--- config.mk ---
export PLATFORM = sky130hd
export DESIGN_NAME = ddr_rd_arbiter
export DESIGN_NICKNAME = d
export VERILOG_FILES = /design/src/rtl/ddr_rd_arbiter_pkg.sv /design/src/rtl/ddr_rd_arbiter_rr_arbiter.sv /design/src/rtl/ddr_rd_arbiter.sv
export SDC_FILE = /design/constraint.sdc
export NUM_CORES = 1
export LEC_CHECK = 0
export CAP_MARGIN = 10
export CORE_AREA = 3 3 170 172
export DETAILED_ROUTE_END_ITERATION = 8
export DIE_AREA = 0 0 173 175
export HOLD_SLACK_MARGIN = 0.02
export PLACE_DENSITY = 0.47
export SETUP_SLACK_MARGIN = 0.15
export SYNTH_ARGS = -nofsm -noshare
export SYNTH_HDL_FRONTEND = slang
export SYNTH_SLANG_ARGS = --single-unit
export TNS_END_PERCENT = 1
--- constraint.sdc ---
create_clock -name clk -period 2.8 [get_ports clk]
set_clock_uncertainty 0.1 [all_clocks]
set_input_delay 0.84 -clock clk [delete_from_list [all_inputs] [get_ports clk]]
set_output_delay 0.84 -clock clk [all_outputs]
set_load 0.05 [all_outputs]
--- src/rtl/ddr_rd_arbiter_pkg.sv ---
// Shared types and constants for the DDR read-channel arbiter.
// Also intended for reuse by the write-back path.
package ddr_arb_pkg;

    typedef enum logic [1:0] {
        IDLE = 2'd0,
        CMD  = 2'd1,
        DATA = 2'd2
    } state_e;

    localparam int REQ_WFC = 0;
    localparam int REQ_BFC = 1;
    localparam int REQ_DFC = 2;

    localparam int N_REQ_DEF        = 3;
    localparam int DDR_ADDR_LEN_DEF = 32;
    localparam int DATA_W_DEF       = 128;
    localparam int LEN_W_DEF        = 8;

endpackage

--- src/rtl/ddr_rd_arbiter_rr_arbiter.sv ---
// Combinational round-robin pick: search starts at last_idx+1 and wraps,
// so the most recently served requester has the lowest priority.
module rr_arbiter #(
    parameter int N_REQ = 3,
    parameter int IDX_W = 2
) (
    input  logic [N_REQ-1:0] req,
    input  logic [IDX_W-1:0] last_idx,
    output logic [N_REQ-1:0] gnt,
    output logic [IDX_W-1:0] gnt_idx,
    output logic             gnt_vld
);

    int idx;

    always_comb begin
        gnt     = '0;
        gnt_idx = '0;
        gnt_vld = 1'b0;
        idx     = 0;
        for (int k = 1; k <= N_REQ; k++) begin
            idx = (int'(last_idx) + k) % N_REQ;
            if (!gnt_vld && req[idx]) begin
                gnt[idx] = 1'b1;
                gnt_idx  = IDX_W'(idx);
                gnt_vld  = 1'b1;
            end
        end
    end

endmodule

--- src/rtl/ddr_rd_arbiter.sv ---
// Shares the single DDR read channel between the fetch controllers: one
// outstanding burst at a time, beats routed back to the granted requester.
module ddr_rd_arbiter
    import ddr_arb_pkg::*;
#(
    parameter int N_REQ        = N_REQ_DEF,
    parameter int DDR_ADDR_LEN = DDR_ADDR_LEN_DEF,
    parameter int DATA_W       = DATA_W_DEF,
    parameter int LEN_W        = LEN_W_DEF
) (
    input  logic                          clk,
    input  logic                          rst_n,
    input  logic [N_REQ-1:0]              req_valid,
    output logic [N_REQ-1:0]              req_ready,
    input  logic [N_REQ*DDR_ADDR_LEN-1:0] req_addr,
    input  logic [N_REQ*LEN_W-1:0]        req_len,
    output logic                          ddr_ar_valid,
    input  logic                          ddr_ar_ready,
    output logic [DDR_ADDR_LEN-1:0]       ddr_ar_addr,
    output logic [LEN_W-1:0]              ddr_ar_len,
    input  logic                          ddr_r_valid,
    input  logic [DATA_W-1:0]             ddr_r_data,
    input  logic                          ddr_r_last,
    output logic                          ddr_r_ready,
    output logic [N_REQ-1:0]              rsp_valid,
    output logic [DATA_W-1:0]             rsp_data,
    output logic                          rsp_last,
    input  logic [N_REQ-1:0]              rsp_ready,
    output logic [N_REQ-1:0]              grant,
    output logic                          busy,
    output logic                          err_last
);

    localparam int IDX_W = (N_REQ > 1) ? $clog2(N_REQ) : 1;

    state_e                  state_q, state_d;
    logic [DDR_ADDR_LEN-1:0] addr_q, addr_d;
    logic [LEN_W-1:0]        len_q, len_d;
    logic [LEN_W-1:0]        cnt_q, cnt_d;
    logic [N_REQ-1:0]        grant_q, grant_d;
    logic [IDX_W-1:0]        last_grant_q, last_grant_d;
    logic                    err_last_q, err_last_d;

    logic [N_REQ-1:0]        pick_gnt;
    logic [IDX_W-1:0]        pick_idx;
    logic                    pick_vld;

    rr_arbiter #(.N_REQ(N_REQ), .IDX_W(IDX_W)) u_rr (
        .req      (req_valid),
        .last_idx (last_grant_q),
        .gnt      (pick_gnt),
        .gnt_idx  (pick_idx),
        .gnt_vld  (pick_vld)
    );

    always_comb begin
        state_d      = state_q;
        addr_d       = addr_q;
        len_d        = len_q;
        cnt_d        = cnt_q;
        grant_d      = grant_q;
        last_grant_d = last_grant_q;
        err_last_d   = err_last_q;
        req_ready    = '0;
        ddr_ar_valid = 1'b0;
        ddr_r_ready  = 1'b0;
        rsp_valid    = '0;
        rsp_data     = '0;
        rsp_last     = 1'b0;
        case (state_q)
            IDLE: begin
                if (pick_vld) begin
                    req_ready    = pick_gnt;
                    addr_d       = req_addr[int'(pick_idx)*DDR_ADDR_LEN +: DDR_ADDR_LEN];
                    len_d        = req_len[int'(pick_idx)*LEN_W +: LEN_W];
                    cnt_d        = req_len[int'(pick_idx)*LEN_W +: LEN_W];
                    grant_d      = pick_gnt;
                    last_grant_d = pick_idx;
                    state_d      = CMD;
                end
            end
            CMD: begin
                ddr_ar_valid = 1'b1;
                if (ddr_ar_ready) state_d = DATA;
            end
            DATA: begin
                rsp_valid   = grant_q & {N_REQ{ddr_r_valid}};
                ddr_r_ready = |(rsp_ready & grant_q);
                rsp_data    = ddr_r_data;
                rsp_last    = (cnt_q == '0);
                // The beat counter, not ddr_r_last, decides where the burst ends.
                if (ddr_r_valid && ddr_r_ready) begin
                    if (ddr_r_last != rsp_last) err_last_d = 1'b1;
                    if (rsp_last) begin
                        state_d = IDLE;
                        grant_d = '0;
                    end else begin
                        cnt_d = cnt_q - LEN_W'(1);
                    end
                end
            end
            default: state_d = IDLE;
        endcase
    end

    always_ff @(posedge clk or negedge rst_n) begin
        if (!rst_n) begin
            state_q      <= IDLE;
            addr_q       <= '0;
            len_q        <= '0;
            cnt_q        <= '0;
            grant_q      <= '0;
            last_grant_q <= IDX_W'(N_REQ - 1);
            err_last_q   <= 1'b0;
        end else begin
            state_q      <= state_d;
            addr_q       <= addr_d;
            len_q        <= len_d;
            cnt_q        <= cnt_d;
            grant_q      <= grant_d;
            last_grant_q <= last_grant_d;
            err_last_q   <= err_last_d;
        end
    end

    assign ddr_ar_addr = addr_q;
    assign ddr_ar_len  = len_q;
    assign grant       = grant_q;
    assign busy        = (state_q != IDLE);
    assign err_last    = err_last_q;

endmodule

Yosys cells after proc, flatten, opt, wreduce, memory -nomap -nowiden:

Index checks and enable logic that the tools add are counted.

* register bits after elaboration: 56
* output and inout bits: 182
* word-level logic and storage cells: 96

* add/sub/neg operators: 4
* divide/modulo/power cells: 3
* magnitude comparators: 6
* equal/unequal tests: 8
* shift operators: 2
* multiplexer cells: 44
* bitwise gates (word level): 4
* reductions and logical operators: 18

Operator list (count)
* 128-bit 2-to-1 mux: 1
* 32-bit by 1-bit greater-or-equal comparator with 1-bit output, second input constant: 3
* 32-bit by 4-bit < comparator with 1-bit output, second input constant: 3
* 32-bit by 3-bit modulo with 32-bit output, second input constant: 3
* 96-bit by 8-bit variable part select with 32-bit output: 1
* 3-bit 2-to-1 mux: 9
* 8-bit 2-to-1 mux: 3
* 24-bit by 6-bit variable part select with 8-bit output: 1
* 8-bit case mux with 2 select lines: 1
* 1-bit 2-to-1 mux: 15
* 2-bit 2-to-1 mux: 7
* 4-bit AND reduction: 3
* 2-bit inequality test, second input constant: 5
* 8-bit zero test: 1
* 8-bit by 1-bit subtractor with 8-bit output, second input constant: 1
* 2-bit by 2-bit adder with 3-bit output, second input constant: 2
* 3-bit AND: 2
* 1-bit binary-select mux with 2-bit select: 3
* 1-bit demux with 2-bit select: 3
* 1-bit logical AND: 6
* 3-bit bitwise OR: 2
* 2-bit case mux with 3 select lines: 1
* 3-bit case mux with 2 select lines: 1
* 2-bit nonzero test: 2
* other kinds (9): 10

Depth between registers and ports, before layout:

Gate-level depths: netlist of the first run.

* depth after elaboration: 15
* gate-level depth with buffers: 11

By module:

From an unflattened synthesis of the first run, not the netlist that was laid out.

* cell total of the unflattened synthesis: 550
* area, all modules: 4339.2 µm²

By module, submodules not included
* ddr_rd_arbiter: times used 1, cells an instance 510, area an instance 4057.6 µm²
* rr_arbiter: times used 1, cells an instance 40, area an instance 281.5 µm²

Worst setup path after synthesis of the first run:

No wires, ideal clock.

* path type: flip-flop to output port
* start point: register last_grant_q[1]
* end point: output req_ready[1]
* arrival: 2.457 ns
* path slack: -0.597 ns
* cell stages (with the launch flop): 8
* path buffers: 2
* cells stage by stage: dfstp_2 inv_1 ha_1 buf_2 o22ai_2 o31ai_4 buf_2 a21oi_1

* word-level cells in the longest chain between the ends: 14
* elaborated cells between the ends (all ways): 44
* those cells by class: add/sub: 3; div: 3; order compare: 6; mux: 23; bitwise: 2; reduce/logical: 7

RTL lines
* start: declaration: RTL line ddr_rd_arbiter.sv:41 `logic [IDX_W-1:0] last_grant_q, last_grant_d;`
* start signal: assignment: RTL line ddr_rd_arbiter.sv:113 `last_grant_q <= IDX_W'(N_REQ - 1);`
* start signal: assignment: RTL line ddr_rd_arbiter.sv:121 `last_grant_q <= last_grant_d;`
* branches (longest 12 deep; another with 32-bit by 3-bit modulo with 32-bit output)
* 3-bit 2-to-1 mux *: RTL line ddr_rd_arbiter.sv:72 `if (pick_vld) begin`
* 3-bit 2-to-1 mux *: RTL line ddr_rd_arbiter.sv:70 `case (state_q)`
* end: declaration: RTL line ddr_rd_arbiter.sv:14 `output logic [N_REQ-1:0] req_ready,`

Mark *: on every way between the ends. The select of a mux whose other input is x is not followed.

Worst setup path in the final report of the first run:

Same ends and word-level chain as after synthesis.

==> qor.yml, run 1 <==
status: "finished, violations left"
violations: "setup timing"
grt_pass1_wl_um: 38100
critical_path.cell_chain: "ha_4, mux2i_4, o22ai_4, o31ai_4, buf_6, a21oi_4, buf_8"
hp-class: "in -> async"
slowest_delay_ns: 0.57
p_leak_nw: 4.74
fill_cells: 2686
cts_hold_buf: 0
slew_headroom_pct: 61.3
holdWs_ns: 0.253
finalNonFillerCells: 1373
fp.dieH_um: 175
numCtsBuffers: 5
maxSlewViolCount: 0
syn_nets: 783
ys.flop_type: "dfrtp_1"
syn_area_mm2: 0.00435
post-place-cells: 1355
cp-startpoint: "last_grant_q[1]"
fp.dieW_um: 173
timing.fmax_mhz: 322
nNetsFinal: 1259
yosys.area_share.simple_pct: 34.8
yosysUniqueCellTypes: 53
dp_slack_ns: -0.663
worstSetupStartpointType: "flip-flop"
drtIter0Drc: 180
setup_viol: 5
synth_compound_area_share_pct: 17.7
path_clk_slew_ns: 0.08
cp_top_family: "flip-flops"
fin_crit_sh_pct: 111
hold_viol: 0
yosysMostFrequentCell: "and2_1"
synthCells: 518
ys_async_sr_fraction_pct: 100
critPathSlowestCell: "dfstp_2"
drcViolationCount: 0
antenna_found_initial: 3
synthTopCellsByCount: "128 x and2_1, 55 x dfrtp_1, 50 x nand2_1"
required_ns: 1.86
reg2reg_depth: 11
path_buf_inv: 2
fin_crit_ns: 3.11
crit_cells: 7
gp_congestion: 0.890
avgRoutedWirePerCell_um: 18.8
cts_tree: "built"
critPathArrivalTime_ns: 2.17
wirelength_um: 25800
io-pin-count: 441
synth.area.top_cells: "dfrtp_1 32%, and2_1 18%, mux2i_1 8.3%, o211ai_1 5.9%, nand3_1 4.8%"
post_dp_cell_area_mm2: 0.0110
fin_ws_ns: -0.310
clock-sinks: 56
crit_fanout: 7
worstSkewPairLatency_ns: 0.31
cts-root-buf: "clkbuf_16"
port_buffers: 440
cap_violations: 0
rows: 61
area_growth_pct: 163
synth_top_cell_by_area: "dfrtp_1"
synth_mux_area_share_pct: 8.28
ys_ff_latch: 56
reg2reg_slack_ns: 0.06
clk_path_buf_depth: 2
ir_drop_mv: 0.538
synth-xor-area-share_pct: 0.201
design_area_mm2: 0.0115
cts_max_level: 2
core_area_mm2: 0.0276
dieArea_mm2: 0.0303
ff_latch_area_mm2: 0.00140
netlist.area_leader.share_pct: 31.6
vias: 5710
r2r-end: "cnt_q[3]"
dp_hpwl_um: 21600
yosysWarnings: 0
rsz0062_at_grt: "true"
grt_usage_pct: 16.4
firstDrtPassIters: 4
start_util_pct: 15.8
detail-route-antenna-nets: 0
yosys.area_share.adder_pct: 1.72
power_density_mw_per_mm2: 1160
yosysSeqAreaShare_pct: 32.2
multi_input_area_mm2: 0.00301
grt_max_degree: 70
endpoint: "req_ready[1]"
r2r-start: "last_grant_q[1]"
post_drt_via_cell_ratio: 4.16
grt_pass1_vias: 5803
drive_gt1_share_pct: 29.5
tightest_slew_ns: 0.576
antenna_cells: 0
crit_type: "reg -> out"
critPathCaptureType: "output port"
grt.overflow.total: 0
synth_edf_count: 0
syn_avg_cell_area_um2: 8.41
synth_top_family_by_area: "simple AND/OR/NAND/NOR gates"
==> sequential cells by signal, indices dropped and copies added, names as in the netlist <==
name          flops
cnt_q             8
ddr_ar_addr      32
ddr_ar_len        8
err_last          1
grant             3
last_grant_q      2
state_q           2
==> cells in the final DEF (no fill, tap or decap), types with 3 or more instances in the layout <==
master / netlist / final
o31ai_1: 3 / 3
a21o_1: 7 / 7
buf_6: 4 / 5
nor2_1: 11 / 9
and2_1: 128 / 90
clkbuf_16: 0 / 5
nor3_1: 4 / 4
dfrtp_1: 55 / 54
a21oi_1: 8 / 3
o211ai_1: 34 / 34
mux2i_1: 36 / 33
nand2b_1: 4 / 4
nand3b_1: 4 / 4
and3_4: 0 / 3
o21a_1: 3 / 3
nor2_4: 1 / 3
buf_4: 0 / 54
ha_1: 6 / 4
and2_4: 0 / 38
clkdlybuf4s50_1: 0 / 297
buf_8: 0 / 4
nand3_1: 42 / 42
a21oi_2: 0 / 3
o21ai_1: 7 / 4
o21ai_0: 18 / 18
buf_12: 0 / 141
nor2b_1: 7 / 6
nand2_1: 50 / 49
o21ai_2: 1 / 3
inv_1: 9 / 9
a31oi_1: 6 / 3
a31oi_2: 0 / 3
==> cell families (layout without fill, tap and decap cells) <==
group                      Yosys count  after routing
AOI/OAI and AO/OA                  106            106
xor gates and xnor gates             1              1
adders and majority gates            6              6
buffers and inverters               47            524
DFF                                 56             56
muxes                               36             36
and+or+nand+nor                    266            266
==> stage by stage <==
stage               utilization (%)  total power [mW]  setup TNS (ns)
detailed placement             39.7              12.2          -25.62
finish                         41.4              13.2           -1.33
global route                   41.4              14.0           -2.36
global placement               39.7              12.1          -24.29
CTS                            41.2              13.3           -1.36
floorplan                         -              7.53         -0.0760
==> power breakdown <==
group | leakage [nW] | total (mW) | switching [mW] | internal, mW
Clock | 0.0766 | 0.672 | 0.317 | 0.355
Combinational | 3.97 | 11.0 | 6.10 | 4.94
Sequential | 0.689 | 1.52 | 0.278 | 1.25
==> worst min-delay path by stage <==
| stage | start | to | cells after the start |
|---|---|---|---|
| final | rst_n | ddr_ar_addr[15] | 1 |
| after global routing | rst_n | ddr_ar_addr[15] | 1 |
| after CTS | rst_n | ddr_ar_addr[15] | 1 |
| after detailed placement | ddr_ar_len[2] | ddr_ar_len[2] | 1 |
| after global placement | ddr_ar_len[3] | ddr_ar_len[3] | 1 |
| after floorplan | cnt_q[6] | cnt_q[6] | 2 |
==> worst reg2reg max path, cell delays in order (launching register included) <==
cell,delay (ns)
dfstp_2,0.57
inv_1,0.11
ha_4,0.20
buf_4,0.15
buf_4,0.15
o211ai_1,0.36
buf_4,0.19
and2_0,0.13
buf_6,0.16
o21ai_0,0.10
a31oi_1,0.30
a221o_1,0.16
==> timing repair <==
item | in CTS | in global routing
cloned | 0 | 0
buffers inserted | 4 | 6
pin swaps | 40 | 20
gates resized for setup | 75 | 9
setup endpoints to repair | 108 | 158
==> metal layers <==
layer,share of wire [%],wire length (um),vias to the layer above,global-route usage [%]
met5,0.15,38,-,0
met4,2.2,563,6,4.49
met3,7.3,1890,34,4.63
met2,52,13500,262,30.3
met1,38,9800,2654,18.3
li1,-,-,2754,-
==> final cells by class <==
class / instances / share of cell area, %
clock buffer: 6 / 1.21
clock inverter: 2 / 0.0874
inverter: 9 / 0.295
multi-input combinational: 415 / 26.3
sequential: 56 / 12.3
tap: 378 / 4.13
timing repair buffer: 507 / 55.8
(Power assumes the default switching activity.)
==> inputs of run 2 (changes only) <==
- SETUP_SLACK_MARGIN: 0.15 -> unset
==> qor.yml, run 2 (same netlist as run 1, synthesis figures left out) <==
status: "finished, violations left"
violations: "setup timing"
wl_met1_um: 10300  # +4.8%
cts-root-buf: "clkbuf_16"
reg2reg_slack_ns: 0.02  # -0.04 ns
io-pin-count: 441  # unchanged
maxSlewViolCount: 0  # unchanged
ir_drop_mv: 0.487  # -9.5%
rsz0062_at_grt: "true"
vias: 5601  # -1.9%
area_growth_pct: 157
grt_pass1_wl_um: 38500  # +1.0%
setup-tns-final_ns: -1.26  # +0.0676 ns
start_util_pct: 15.8  # unchanged
fin_ws_ns: -0.352  # -0.0429 ns
critPathCaptureType: "output port"
hp-class: "reg -> reg"
cts_max_level: 2  # unchanged
slowest_delay_ns: 0.57  # about the same
route.top_layer_used: "met4"
hp-start: "ddr_ar_len[1]"
worstSetupStartpointType: "flip-flop"
slew_headroom_pct: 60.3  # -0.92 points
cap_violations: 0  # unchanged
finalNonFillerCells: 1364  # -0.66%
drtIter0Drc: 228  # +27%
critPathSlowestCell: "dfstp_2"
required_ns: 1.86  # about the same
hold_depth: 2
tightest_slew_ns: 0.593  # +0.0173 ns
fill_cells: 2743  # +2.1%
wl_met3_um: 1730  # -8.2%
avgRoutedWirePerCell_um: 19.3  # +2.7%
critPathArrivalTime_ns: 2.21  # +0.04 ns
grt.overflow.total: 0  # unchanged
wirelength_um: 26300  # +2.1%
grt_usage_pct: 16.6  # +0.27 points
rows: 61  # unchanged
critical_path.cell_chain: "ha_4, mux2i_4, o21a_1, nand3_1, a21o_1, a21oi_4, buf_8"
core_area_mm2: 0.0276  # unchanged
drcViolationCount: 0  # unchanged
ff_latch_area_mm2: 0.00140  # about the same
post_drt_via_cell_ratio: 4.11  # -1.3%
post-place-cells: 1349  # -0.44%
port_buffers: 440  # unchanged
most-common-layout-cells: "297 x clkdlybuf4s50_1, 140 x buf_12, 127 x and2_1"
grt_pass1_vias: 5751  # -0.90%
crit_type: "reg -> out"
worstSkewPairLatency_ns: 0.30  # about the same
reg2reg_depth: 12  # +1
clk_path_buf_depth: 2  # unchanged
hold_viol: 0  # unchanged
wl_met2_um: 13800  # +2.6%
grt_max_degree: 84  # +20%
hold_end: "ddr_ar_len[1]"
nNetsFinal: 1248  # -0.87%
antenna_found_initial: 2  # -1
r2r-start: "last_grant_q[1]"
numCtsBuffers: 5  # unchanged
detail-route-antenna-nets: 0  # unchanged
fin_crit_sh_pct: 113  # +1.5 points
dieArea_mm2: 0.0303  # unchanged
largest_reg_flops: 32  # unchanged
r2r-end: "cnt_q[3]"
multi_input_area_mm2: 0.00289  # -3.8%
dp_hpwl_um: 22400  # +3.7%
firstDrtPassIters: 4  # unchanged
cts_hold_buf: 0  # unchanged
drive_gt1_share_pct: 24.9  # -4.6 points
fin_crit_ns: 3.15  # +0.0429 ns
fp.dieW_um: 173  # unchanged
cts_tree: "built"
power_density_mw_per_mm2: 1150  # -0.53%
path_clk_slew_ns: 0.08  # about the same
fp.dieH_um: 175  # unchanged
p_leak_nw: 4.59  # -3.1%
gp_congestion: 0.852  # -4.2%
clock-sinks: 56  # unchanged
final_common_cell: "clkdlybuf4s50_1"
crit_fanout: 4  # -3
setup_viol: 6  # +1
timing.fmax_mhz: 317  # -1.4%
==> run 2: cell count changes in the layout (fill, tap and decap cells not counted), sizes merged <==
cell / delta
buf: -11
clkinv: -2
diode: +2
clkbuf: +1
clkinvlp: +1
dlygate4sd2: -1
dlymetal6s2s: +1
==> run 2: worst max path at each step <==
| stage | from | end | slack, ns | depth (start not counted) |
|---|---|---|---|---|
| after CTS | last_grant_q[1] | req_ready[1] | -0.34 | 7 |
| after detailed placement | req_valid[0] | req_ready[1] | -0.62 | 7 |
| after floorplan | last_grant_q[1] | req_ready[0] | -0.06 | 8 |
| final | last_grant_q[1] | req_ready[1] | -0.35 | 7 |
| after global routing | last_grant_q[1] | req_ready[1] | -0.43 | 7 |
| after global placement | req_valid[0] | req_ready[1] | -0.57 | 7 |
==> run 2: what timing repair did <==
item                                   in CTS  in global routing
buffers inserted                            3                  2
pin swaps                                   5                  3
setup endpoints to repair                  10                  8
endpoints found under the hold margin       0                  0
gates resized for setup                    15                 22
==> run 2: layer usage <==
| metal | vias to the layer above | track usage [%] |
|---|---|---|
| li1 | 2734 | - |
| met1 | 2604 | 19.2 |
| met2 | 235 | 30.7 |
| met3 | 28 | 4.65 |
| met4 | 0 | 3.45 |
| met5 | - | 0 |
==> run 2: worst max-delay path: cells and delay by family, from the launching register on <==
family                     cells  cell delay [ns]
DFF                            1             0.57
adders and majority gates      1             0.18
buffers and inverters          1             0.17
muxes                          1             0.30
and+or+nand+nor                1             0.10
AOI/OAI and AO/OA              3             0.59
==> run 2: final cells by class <==
cell class | count | area share, %
antenna | 2 | 0.0447
clock buffer | 7 | 1.27
clock inverter | 1 | 0.0670
inverter | 9 | 0.301
multi-input combinational | 415 | 25.8
sequential | 56 | 12.5
tap | 378 | 4.22
timing repair buffer | 496 | 55.8
==> run 2: per-stage QoR <==
step           util (%)  setup slack, ns  power, mW  hold slack, ns  instance area [um2]
4_1_cts            40.2           -0.335       12.9           0.394                11100
3_5_place_dp       39.5           -0.621       12.0           0.373                10900
2_1_floorplan         -          -0.0621       7.48           0.394                 4440
6_report           40.6           -0.352       12.9           0.384                11200
3_3_place_gp       39.5           -0.567       12.0           0.368                10900
5_1_grt            40.6           -0.426       13.7           0.418                11200
==> run 2: power by group <==
group          internal [mW]  switching [mW]  leakage (nW)  total (mW)
combinational           4.67            6.01          3.83        10.7
sequential              1.25           0.292         0.690        1.54
clock                  0.358           0.310        0.0701       0.668
